### config.mk
export PLATFORM = sky130hd
export DESIGN_NAME = ldb_engine
export DESIGN_NICKNAME = d
export VERILOG_FILES = /design/src/rtl/ldb_engine.sv
export SDC_FILE = /design/constraint.sdc
export NUM_CORES = 1
export LEC_CHECK = 0
export CAP_MARGIN = 25
export CORE_MARGIN = 10
export CORE_UTILIZATION = 56
export DETAILED_ROUTE_END_ITERATION = 6
export PLACE_DENSITY = 0.92
export REMOVE_ABC_BUFFERS = 1
export SETUP_SLACK_MARGIN = 0.4
export SYNTH_ARGS = -nofsm -noshare
export SYNTH_HDL_FRONTEND = slang
export SYNTH_SLANG_ARGS = --single-unit
export TNS_END_PERCENT = 30
### constraint.sdc
create_clock -name clk -period 4.5 [get_ports clk]
set_input_delay 0.9 -clock clk [delete_from_list [all_inputs] [get_ports clk]]
set_output_delay 0.9 -clock clk [all_outputs]
set_load 0.03 [all_outputs]
### src/rtl/ldb_engine.sv
// ldb_engine: executes one load-to-buffer micro-instruction. It reads 32-bit
// GR words over an AXI-Lite read master, one read outstanding at a time, and
// deposits the bytes selected by byte_strb into per-SMC UR buffers. A second
// command arriving while busy waits in a 1-deep pending slot.
module ldb_engine #(
  parameter int unsigned PARAM_UR_BYTE_CNT   = 16,
  parameter int unsigned PARAM_GR_INTLV_ADDR = 64,
  parameter int unsigned PARAM_SMC_CNT       = 4
) (
  input  logic        clk,
  input  logic        rst_n,
  input  logic        vld,
  input  logic [5:0]  smc_strb,
  input  logic [3:0]  byte_strb,
  input  logic [15:0] brst,
  input  logic [31:0] gr_base_addr,
  input  logic [1:0]  smc_id,
  input  logic [7:0]  ur_id,
  input  logic [15:0] ur_addr,
  output logic [31:0] axi_araddr,
  output logic        axi_arvalid,
  input  logic        axi_arready,
  input  logic [31:0] axi_rdata,
  input  logic        axi_rvalid,
  output logic        axi_rready,
  output logic        done,
  output logic        vld_down
);

  localparam int unsigned WORD_CNT = PARAM_UR_BYTE_CNT / 4;
  localparam logic [5:0]  SMC_MASK = 6'((1 << PARAM_SMC_CNT) - 1);

  typedef enum logic [1:0] {IDLE, AR, R, DONE} state_t;

  typedef struct packed {
    logic [5:0]  smc;
    logic [3:0]  bstrb;
    logic [15:0] brst;
    logic [31:0] base;
    logic [1:0]  smc_id;
    logic [7:0]  ur_id;
    logic [15:0] ur_addr;
  } cmd_t;

  state_t      state_q, state_d;
  cmd_t        cmd_q, pend_q, in_cmd, start_cmd;
  logic        pend_vld_q, active_q, active_d;
  logic        launch, load_cmd, pend_take, pend_fill, beat_wr;
  logic [2:0]  smc_q, smc_d;
  logic [15:0] beat_q, beat_d, widx;
  logic [31:0] araddr_d;
  logic [3:0]  first, nxt;

  logic [PARAM_SMC_CNT-1:0][WORD_CNT-1:0][31:0] ur_buf;

  // Lowest set SMC bit at or above index 'from': {found, index}.
  function automatic logic [3:0] find_smc(input logic [5:0] mask, input logic [2:0] from);
    logic [3:0] r;
    r = '0;
    for (int unsigned i = 0; i < PARAM_SMC_CNT; i++) begin
      if (!r[3] && mask[i] && (i >= 32'(from))) r = {1'b1, 3'(i)};
    end
    return r;
  endfunction

  // GR byte address of beat k of SMC s, modulo 2^32.
  function automatic logic [31:0] gr_addr(input logic [31:0] base, input logic [2:0] s,
                                          input logic [15:0] k);
    return base + (32'(s) * PARAM_GR_INTLV_ADDR) + {14'd0, k, 2'b00};
  endfunction

  // Next-state, traversal counters, next read address and command bookkeeping.
  always_comb begin
    in_cmd    = '{smc: smc_strb & SMC_MASK, bstrb: byte_strb, brst: brst, base: gr_base_addr,
                  smc_id: smc_id, ur_id: ur_id, ur_addr: ur_addr};
    state_d   = state_q;
    smc_d     = smc_q;
    beat_d    = beat_q;
    araddr_d  = axi_araddr;
    active_d  = active_q;
    start_cmd = in_cmd;
    launch    = 1'b0;
    load_cmd  = 1'b0;
    pend_take = 1'b0;
    first     = '0;
    nxt       = '0;
    beat_wr   = 1'b0;
    widx      = beat_q % 16'(WORD_CNT);

    case (state_q)
      IDLE: if (vld) launch = 1'b1;
      AR:   if (axi_arready) state_d = R;
      R: begin
        if (axi_rvalid) begin
          beat_wr = 1'b1;
          if (beat_q + 16'd1 < cmd_q.brst) begin
            beat_d   = beat_q + 16'd1;
            araddr_d = gr_addr(cmd_q.base, smc_q, beat_q + 16'd1);
            state_d  = AR;
          end else begin
            nxt = find_smc(cmd_q.smc, smc_q + 3'd1);
            if (nxt[3]) begin
              smc_d    = nxt[2:0];
              beat_d   = '0;
              araddr_d = gr_addr(cmd_q.base, nxt[2:0], 16'd0);
              state_d  = AR;
            end else begin
              state_d = DONE;
            end
          end
        end
      end
      DONE: begin
        // A waiting command starts straight out of DONE; a vld landing in DONE
        // with an empty slot starts directly instead of stranding in the slot.
        if (pend_vld_q) begin
          start_cmd = pend_q;
          pend_take = 1'b1;
          launch    = 1'b1;
        end else if (vld) begin
          launch = 1'b1;
        end else begin
          state_d  = IDLE;
          active_d = 1'b0;
        end
      end
      default: state_d = IDLE;
    endcase

    if (launch) begin
      load_cmd = 1'b1;
      active_d = 1'b1;
      first    = find_smc(start_cmd.smc, 3'd0);
      if (!first[3] || (start_cmd.brst == 16'd0)) begin
        state_d = DONE;
      end else begin
        smc_d    = first[2:0];
        beat_d   = '0;
        araddr_d = gr_addr(start_cmd.base, first[2:0], 16'd0);
        state_d  = AR;
      end
    end

    pend_fill = vld && active_q && !pend_vld_q && (state_q != DONE);
  end

  // State, command, pending slot and registered AXI/completion outputs.
  always_ff @(posedge clk or negedge rst_n) begin
    if (!rst_n) begin
      state_q     <= IDLE;
      cmd_q       <= '0;
      pend_q      <= '0;
      pend_vld_q  <= 1'b0;
      active_q    <= 1'b0;
      smc_q       <= '0;
      beat_q      <= '0;
      axi_araddr  <= '0;
      axi_arvalid <= 1'b0;
      axi_rready  <= 1'b0;
      done        <= 1'b0;
      vld_down    <= 1'b0;
    end else begin
      state_q     <= state_d;
      smc_q       <= smc_d;
      beat_q      <= beat_d;
      active_q    <= active_d;
      axi_araddr  <= araddr_d;
      axi_arvalid <= (state_d == AR);
      axi_rready  <= (state_d == R);
      done        <= (state_d == DONE);
      vld_down    <= (state_d == DONE);
      if (load_cmd) cmd_q <= start_cmd;
      if (pend_take) begin
        pend_vld_q <= 1'b0;
      end else if (pend_fill) begin
        pend_vld_q <= 1'b1;
        pend_q     <= in_cmd;
      end
    end
  end

  // UR buffer byte-lane writes for each accepted read beat.
  always_ff @(posedge clk or negedge rst_n) begin
    if (!rst_n) begin
      ur_buf <= '0;
    end else if (beat_wr) begin
      for (int unsigned s = 0; s < PARAM_SMC_CNT; s++) begin
        for (int unsigned w = 0; w < WORD_CNT; w++) begin
          for (int unsigned i = 0; i < 4; i++) begin
            if ((smc_q == 3'(s)) && (widx == 16'(w)) && cmd_q.bstrb[i])
              ur_buf[s][w][8*i +: 8] <= axi_rdata[8*i +: 8];
          end
        end
      end
    end
  end

endmodule

== Word-level counts from Yosys, hierarchy flattened ==
Index checks and enable logic that the tools add are counted.
Word-level totals
  register bits: 192
  bits in latches: 0
  RAM bits: 0
  memory bits (read-only): 0
  input port bits: 121
  logic and storage cells: 133
  memories kept: 0
Cells by class
  add/subtract/negate cells: 6
  multiply operators: 0
  divide/modulo/power cells: 0
  $lt $le $gt $ge: 5
  eq/ne operators: 9
  shift operators: 0
  mux-type cells: 65
  bitwise gates (word level): 1
  reduce and logical (&&, ||, !) cells: 28
Operators by type and width (count)
  $mux 32: 6
  $mux 82: 2
  $add 32x9->32: 3
  $mux 16: 6
  $mux 4: 24
  $add 32x18->32: 1
  $mux 3: 6
  $add 16x1->16 const B: 1
  $logic_not 16->1: 1
  $lt 16x16->1: 1
  $mux 2: 8
  $logic_and 1x1->1: 13
  $mux 1: 11
  $eq 2x2->1 const B: 4
  $logic_not 1->1: 8
  $ge 1x3->1 const A: 2
  $ge 2x3->1 const A: 2
  $pmux 2 s3: 1
  $eq 2x1->1 const B: 2
  $ne 2x1->1 const B: 2
  $reduce_bool 2->1: 2
  $add 3x1->3 const B: 1
  $reduce_and 3->1: 1
  $logic_not 2->1: 1
  5 further kinds: 5

== Depth between registers and ports, before layout ==
Gate-level depths: netlist of the first run.
  depth after elaboration: 35
  depth in mapped cells: 18
  depth with buffers taken out: 16

== Worst setup path after synthesis of the first run ==
OpenSTA, ideal clock, no wires.
  path kind: reg2reg
  start: reg beat_q[0]
  end: reg axi_araddr[24]
  setup time: 0.131 ns
  arrival time: 3.763 ns
  required time: 4.369 ns
  slack: 0.605 ns
  cell stages (with the launch flop): 17
  period minus slack after synthesis: 3.895 ns
  cells stage by stage: dfrtp_1 > ha_1 > and3_1 > and3_1 > and3_1 > nand3_1 > xnor2_1 > ha_1 > ha_1 > buf_2 > and3_1 > a221oi_1 > a2bb2oi_1 > a21oi_1 > mux2_1 > a221oi_2 > a22oi_1
Between the ends
  longest elaborated chain between the ends: 7
  elaborated cells on any way between the ends: 8
  those cells by class: add/sub: 2; order compare: 1; mux: 5
Ends and longest elaborated chain
  start, declared: RTL line 50  | logic [15:0] beat_q, beat_d, widx;
  start signal, assigned: RTL line 165  | beat_q <= beat_d;
  $add 16x1->16 *: RTL line 96, 98
  $add 32x18->32 / $lt 16x16->1 (equally long branches): RTL line 69, 96
  $mux 32 *: RTL line 96  | if (beat_q + 16'd1 < cmd_q.brst) begin
  $mux 32 *: RTL line 94  | if (axi_rvalid) begin
  $mux 32 *: RTL line 90  | case (state_q)
  $mux 32: RTL line 134  | if (!first[3] || (start_cmd.brst == 16'd0)) begin
  $mux 32 *: RTL line 130  | if (launch) begin
  named net araddr_d[24]: RTL line 51  | logic [31:0] araddr_d;
  end signal, assigned: RTL line 167  | axi_araddr <= araddr_d;
  end, declared: RTL line 20  | output logic [31:0] axi_araddr,
Mark *: on every way through the listed nets, which the timed path passes. The rest lies on a longest branch.
A chain may end at the register's enable or synchronous reset.

== Worst setup path after layout of the first run ==
  start: reg beat_q[1]
  end: reg axi_araddr[27]
Same word-level chain as after synthesis.

==> out/metrics.yaml, run 1 <==
grt:
  grt_pass1_vias: 9881
  grt_usage_pct: 25.1
  antenna_found_initial: 0
  grt_overflow: 0
  grt_max_degree: 87
  grt_pass1_wl_mm: 50.4
floorplan:
  io_pins: 157
  die_w_um: 158
  coreArea_mm2: 0.0187
  fp.dieH_um: 158
  core.rowCount: 50
  start_util_pct: 56.9
  fp.dieArea_mm2: 0.0249
placement:
  postPlaceCellArea_mm2: 0.0119
  dp_slack_ps: -94.0
  dp_hpwl_mm: 21.4
  globalplace.congestion: 0.932
  port_buffers: 92
drt:
  ant_nets: 0
  vias: 9990
  wl_per_cell_um: 21.3
  dr.pass1.iters: 7
  drc: 7
  vias_per_cell: 6.54
  first_iter_violations: 1227
  wl_mm: 32.5
yosys:
  ys_top_cells_by_area: "dfrtp_1 (38%), ha_1 (6.7%), mux2_2 (5.8%)"
  syn_inst: 1167
  synthDistinctLibCells: 71
  synth_seq_cells: 162
  avgSynthCellArea_um2: 9.13
  synth_commonest_cells: "dfrtp_1 (162), nand2_1 (154), nor2_1 (93)"
  synth_edf_count: 0
  syn_area_mm2: 0.0107
  synth.largest_area_cell: "dfrtp_1"
  synthArstFlopShare_pct: 100
  synth_ff_type: "dfrtp_1"
  yosys_warnings: 0
  yosysMostFrequentCell: "dfrtp_1"
  yosysTopAreaCellShare_pct: 38.1
  ys_seq_area_share_pct: 38.1
power_and_ir_drop:
  power_mw: 9.20
  p_per_area_mw_per_mm2: 700
  internal-power_mw: 5.13
  comb_power_share_pct: 51.9
  p_sw_share_pct: 44.3
  p_sw_mw: 4.08
  vdd_drop_max_mv: 0.455
  clockPowerShare_pct: 17.4
  seq_power_share_pct: 30.7
  p_leak_nw: 5.70
sta:
  rsz0062_at_grt: "true"
  setup_slack_ps: 410
  fin_crit_ps: 4090
  relSlewSlack_pct: 38.5
  max_slew.worst_pin.slew_ps: 922
  skew_ps: 6.29
  drv_slew: 0
  setup_viol: 0
  final_hold_viol_count: 0
  holdWs_ps: 479
  min_period_over_period_pct: 90.9
  fmax_mhz: 245
critical_path:
  end_kind: "flop"
  start_kind: "flop"
  worstPathRequired_ps: 4820
  cp-startpoint: "beat_q[1]"
  crit_fanout: 7
  critPathArrivalTime_ps: 4410
  rr_startpoint: "beat_q[1]"
  path_class: "flop to flop"
layout:
  stdcell_area_mm2: 0.0132
  drive_gt1_share_pct: 17.5
  utilization_pct: 70.3
  multiInputGateArea_mm2: 0.00649
  n_fill_cell: 1245
  n_antenna_cell: 0
  nets: 1464
  syn2layout_area_growth_pct: 23.5
  layout.area.seq_mm2: 0.00406
run_status:
  failed_checks: "DRC"
  outcome: "complete, but fails checks"
clock_tree:
  clock_tree.buffer_depth: 2
  clk_latency_ps: 440
  cts_buffers: 17
  cts_hold_buf: 0
  htreeDepth: 4
  cts_sinks: 162
  tritoncts: "yes"
  clk_root_buffer_cell: "clkbuf_16"
  path_clk_slew_ps: 70
job:
  cap_violations: 0
worst_hold_path:
  hp-class: "primary input to asynchronous set/reset pin"
-- worst max-delay path, cell delays in order (launching register included) --
cell	delay, ps
dfrtp_1	420
and3_4	230
and3_4	220
and3_4	230
and3_4	240
nand3_1	100
xnor2_1	210
buf_4	190
ha_1	250
a21oi_1	180
o21ai_1	130
nor3_2	320
o21a_4	270
o21ai_4	80
buf_12	180
buf_4	150
a221o_1	340
a21oi_1	160
a21oi_1	60
-- placed cells by master, fill, tap and decap left out, drive strengths merged, types with 39 or more instances in the layout --
master / n
a31oi: 40
o21ai: 76
nor2: 94
buf: 65
a21oi: 61
xor2: 39
nand3: 53
nand2: 154
mux2: 56
ha: 57
dfrtp: 162
clkdlybuf4s50: 91
inv: 45
-- stage by stage --
step / setup TNS, ps / instances
after floorplan: -32520 / 1104
after global placement: -0.404 / 1472
after global routing: 0 / 1527
after detailed placement: -259 / 1472
after CTS: 0 / 1511
final: 0 / 1527
-- final timing paths --
path                                  end  slack, ps  cells past startpoint
max                        axi_araddr[27]        410                     18
min reg2reg                     cmd_q[26]        490                      2
min in group clk                cmd_q[26]        490                      2
min                            pend_q[51]        480                      1
max reg2reg                axi_araddr[27]        410                     18
max in group asynchronous       beat_q[0]       3100                      2
-- per-layer routing --
| layer | vias to the layer above | wire length [um] | global-route usage, % |
|---|---|---|---|
| met2 | 583 | 15700 | 42.0 |
| li1 | 4417 | - | - |
| met4 | 0 | 1180 | 10.4 |
| met3 | 114 | 2830 | 5.45 |
| met1 | 4876 | 12700 | 30.8 |
| met5 | - | 0 | 0 |
-- power by group through the flow --
stage | combinational [mW] | clock, mW | sequential (mW)
2_1_floorplan | 2.73 | 0 | 2.91
3_3_place_gp | 4.21 | 0 | 2.75
3_5_place_dp | 4.40 | 0 | 2.80
4_1_cts | 4.52 | 1.60 | 2.78
5_1_grt | 5.20 | 1.67 | 2.89
6_report | 4.78 | 1.60 | 2.82
-- sequential cells by signal, indices dropped and copies added, names as in the netlist, 2 cells and up --
register and count:
cmd_q 52, pend_q 52, axi_araddr 32, beat_q 16, smc_q 3, state_q 2
-- cell families after synthesis --
logic type	Yosys count	synth area share, %
muxes	88	8.93
xor gates and xnor gates	77	6.33
AOI/OAI and AO/OA	278	17.3
DFF	162	38.1
buffers and inverters	106	4.42
and+or+nand+nor	393	17.1
adders and majority gates	63	7.82
-- area by class of cell --
cell class | instances | area share [%]
clock buffer | 21 | 3.58
timing repair buffer | 157 | 11.4
inverter | 43 | 1.23
tap | 234 | 2.23
sequential | 162 | 30.8
clock inverter | 11 | 1.32
multi-input combinational | 899 | 49.4
-- timing repair --
item | CTS | global route
setup endpoints to repair | 45 | 49
buffers inserted | 6 | 15
gates resized for setup | 21 | 48
gates cloned | 1 | 0
pin swaps | 4 | 20
Power figures use the tool's default switching activity.
==> run 2: changes to the inputs <==
- CORE_MARGIN: 10 -> 1.5
==> out/metrics.yaml, run 2 (synthesis gave the netlist of run 1 again) <==
run_status:
  outcome: "complete, but fails checks"
  failed_checks: "DRC"
clock_tree:
  cts_buffers: 17
  clock_tree.buffer_depth: 2
  cts_hold_buf: 0
  clk_root_buffer_cell: "clkbuf_16"
  clk_latency_ps: 450
  path_clk_slew_ps: 70
  tritoncts: "yes"
  cts_sinks: 162
  htreeDepth: 4
drt:
  wl_per_cell_um: 22.4
  vias_per_cell: 6.82
  vias: 10306
  dr.pass1.iters: 7
  drc: 3
  first_iter_violations: 1629
  ant_nets: 0
  wl_mm: 33.9
sta:
  rsz0062_at_grt: "true"
  setup_tns_ps: 0
  fin_crit_ps: 4400
  fmax_mhz: 227
  setup_viol: 0
  skew_ps: 9.78
  holdWs_ps: 458
  min_period_over_period_pct: 97.9
  max_slew.worst_pin.slew_ps: 1040
  drv_slew: 0
  relSlewSlack_pct: 30.8
  final_hold_viol_count: 0
power_and_ir_drop:
  p_per_area_mw_per_mm2: 714
  vdd_drop_max_mv: 0.404
  power_mw: 9.24
  p_leak_nw: 5.61
floorplan:
  coreArea_mm2: 0.0187
  fp.dieArea_mm2: 0.0199
  start_util_pct: 56.9
  core.rowCount: 50
  fp.dieH_um: 141
  die_w_um: 141
  io_pins: 157
worst_hold_path:
  hp-class: "primary input to asynchronous set/reset pin"
critical_path:
  cp_common_cell: "and3_4"
  critical_path.slowest_cell: "dfrtp_1"
  path_class: "flop to flop"
  worstPathRequired_ps: 4800
  worstPathCellList: "and3_4 > and3_4 > and3_4 > and3_4 > nand3_1 > xnor2_1 > buf_4 > ha_1 > nand4_1 > a21oi_1 > nor3_2 > o21a_2 > o21ai_2 > buf_4 > buf_6 > a22oi_1 > nor2_2"
  critical-path-max-stage-delay_ps: 470
  end_kind: "flop"
  crit_fanout: 15
  start_kind: "flop"
  critPathArrivalTime_ps: 4700
placement:
  globalplace.congestion: 0.985
  postPlaceCellArea_mm2: 0.0119
  dp_hpwl_mm: 21.0
  port_buffers: 92
grt:
  grt_pass1_wl_mm: 50.1
  grt_pass1_vias: 9998
  antenna_found_initial: 0
  grt_overflow: 0
  grt_usage_pct: 32.0
  grt_max_degree: 87
layout:
  stdcell_area_mm2: 0.0129
  final_common_cell: "dfrtp_1"
  reg_top3: "cmd_q x52, pend_q x52, axi_araddr x32"
  utilization_pct: 69.2
  syn2layout_area_growth_pct: 21.5
  nets: 1450
  drive_gt1_share_pct: 16.0
  n_antenna_cell: 0
  final_cell_mix: "dfrtp_1 (158), nand2_1 (152), clkdlybuf4s50_1 (91)"
job:
  cap_violations: 0
[run 2: changes by cell type in the layout (fill, tap and decap cells not counted), sizes merged]
cell      delta
inv          -1
buf         -13
clkbuf       -2
bufinv       +2
clkinvlp     -2
bufbuf       -1
clkinv       +2
[run 2: per-layer routing]
layer	GRT usage (%)	vias to the layer above	wire, um
li1	-	4388	-
met1	40.1	4943	12600
met2	52.5	751	15900
met3	6.56	224	3360
met4	16.6	0	2010
met5	0	-	0
[run 2: report_power, final]
group          leakage [nW]  internal, mW  switching, mW  total, mW
Clock                 0.330          1.07          0.653       1.72
Combinational          3.33          1.92           2.75       4.67
Sequential             1.95          2.14          0.706       2.85
Total                  5.61          5.13           4.11       9.24
[run 2: metrics by stage]
stage	setup WS, ps	instances
floorplan	-629	1104
global placement	212	1468
detailed placement	183	1468
CTS	383	1499
global route	82.8	1512
finish	95.1	1512
[run 2: area by class of cell]
class                           instances  area [um2]
Clock buffer                           19         453
Fill cell                            1216        5770
Tap cell                              234         293
Timing Repair Buffer                  143        1340
Sequential cell                       162        4060
Inverter                               43         161
Multi-Input combinational cell        899        6410
Clock inverter                         12         228
[run 2: final timing paths]
kind / start / endpoint / slack (ps) / cells after the start
hold reg to reg: cmd_q[27] / cmd_q[27] / 490 / 2
hold / removal: rst_n / pend_q[50] / 460 / 1
min in group clk: cmd_q[27] / cmd_q[27] / 490 / 2
setup reg to reg: beat_q[5] / beat_q[4] / 100 / 17
max in group asynchronous: rst_n / pend_q[80] / 3120 / 2
setup / recovery: beat_q[5] / beat_q[4] / 100 / 17
[run 2: critical path: cells and delay by family, from the launching register on]
family | cells | cell delay, ps
and+or+nand+nor | 8 | 1840
AOI/OAI and AO/OA | 4 | 870
buffers and inverters | 3 | 560
DFF | 1 | 470
adders and majority gates | 1 | 300
xor gates and xnor gates | 1 | 200
[run 2: what timing repair did]
item                                    4_1_cts  5_1_grt
pin swaps                                     1       13
resized for setup                            19       37
buffers inserted                              0       13
endpoints found under the setup margin       51       49
endpoints found under the hold margin         0        0
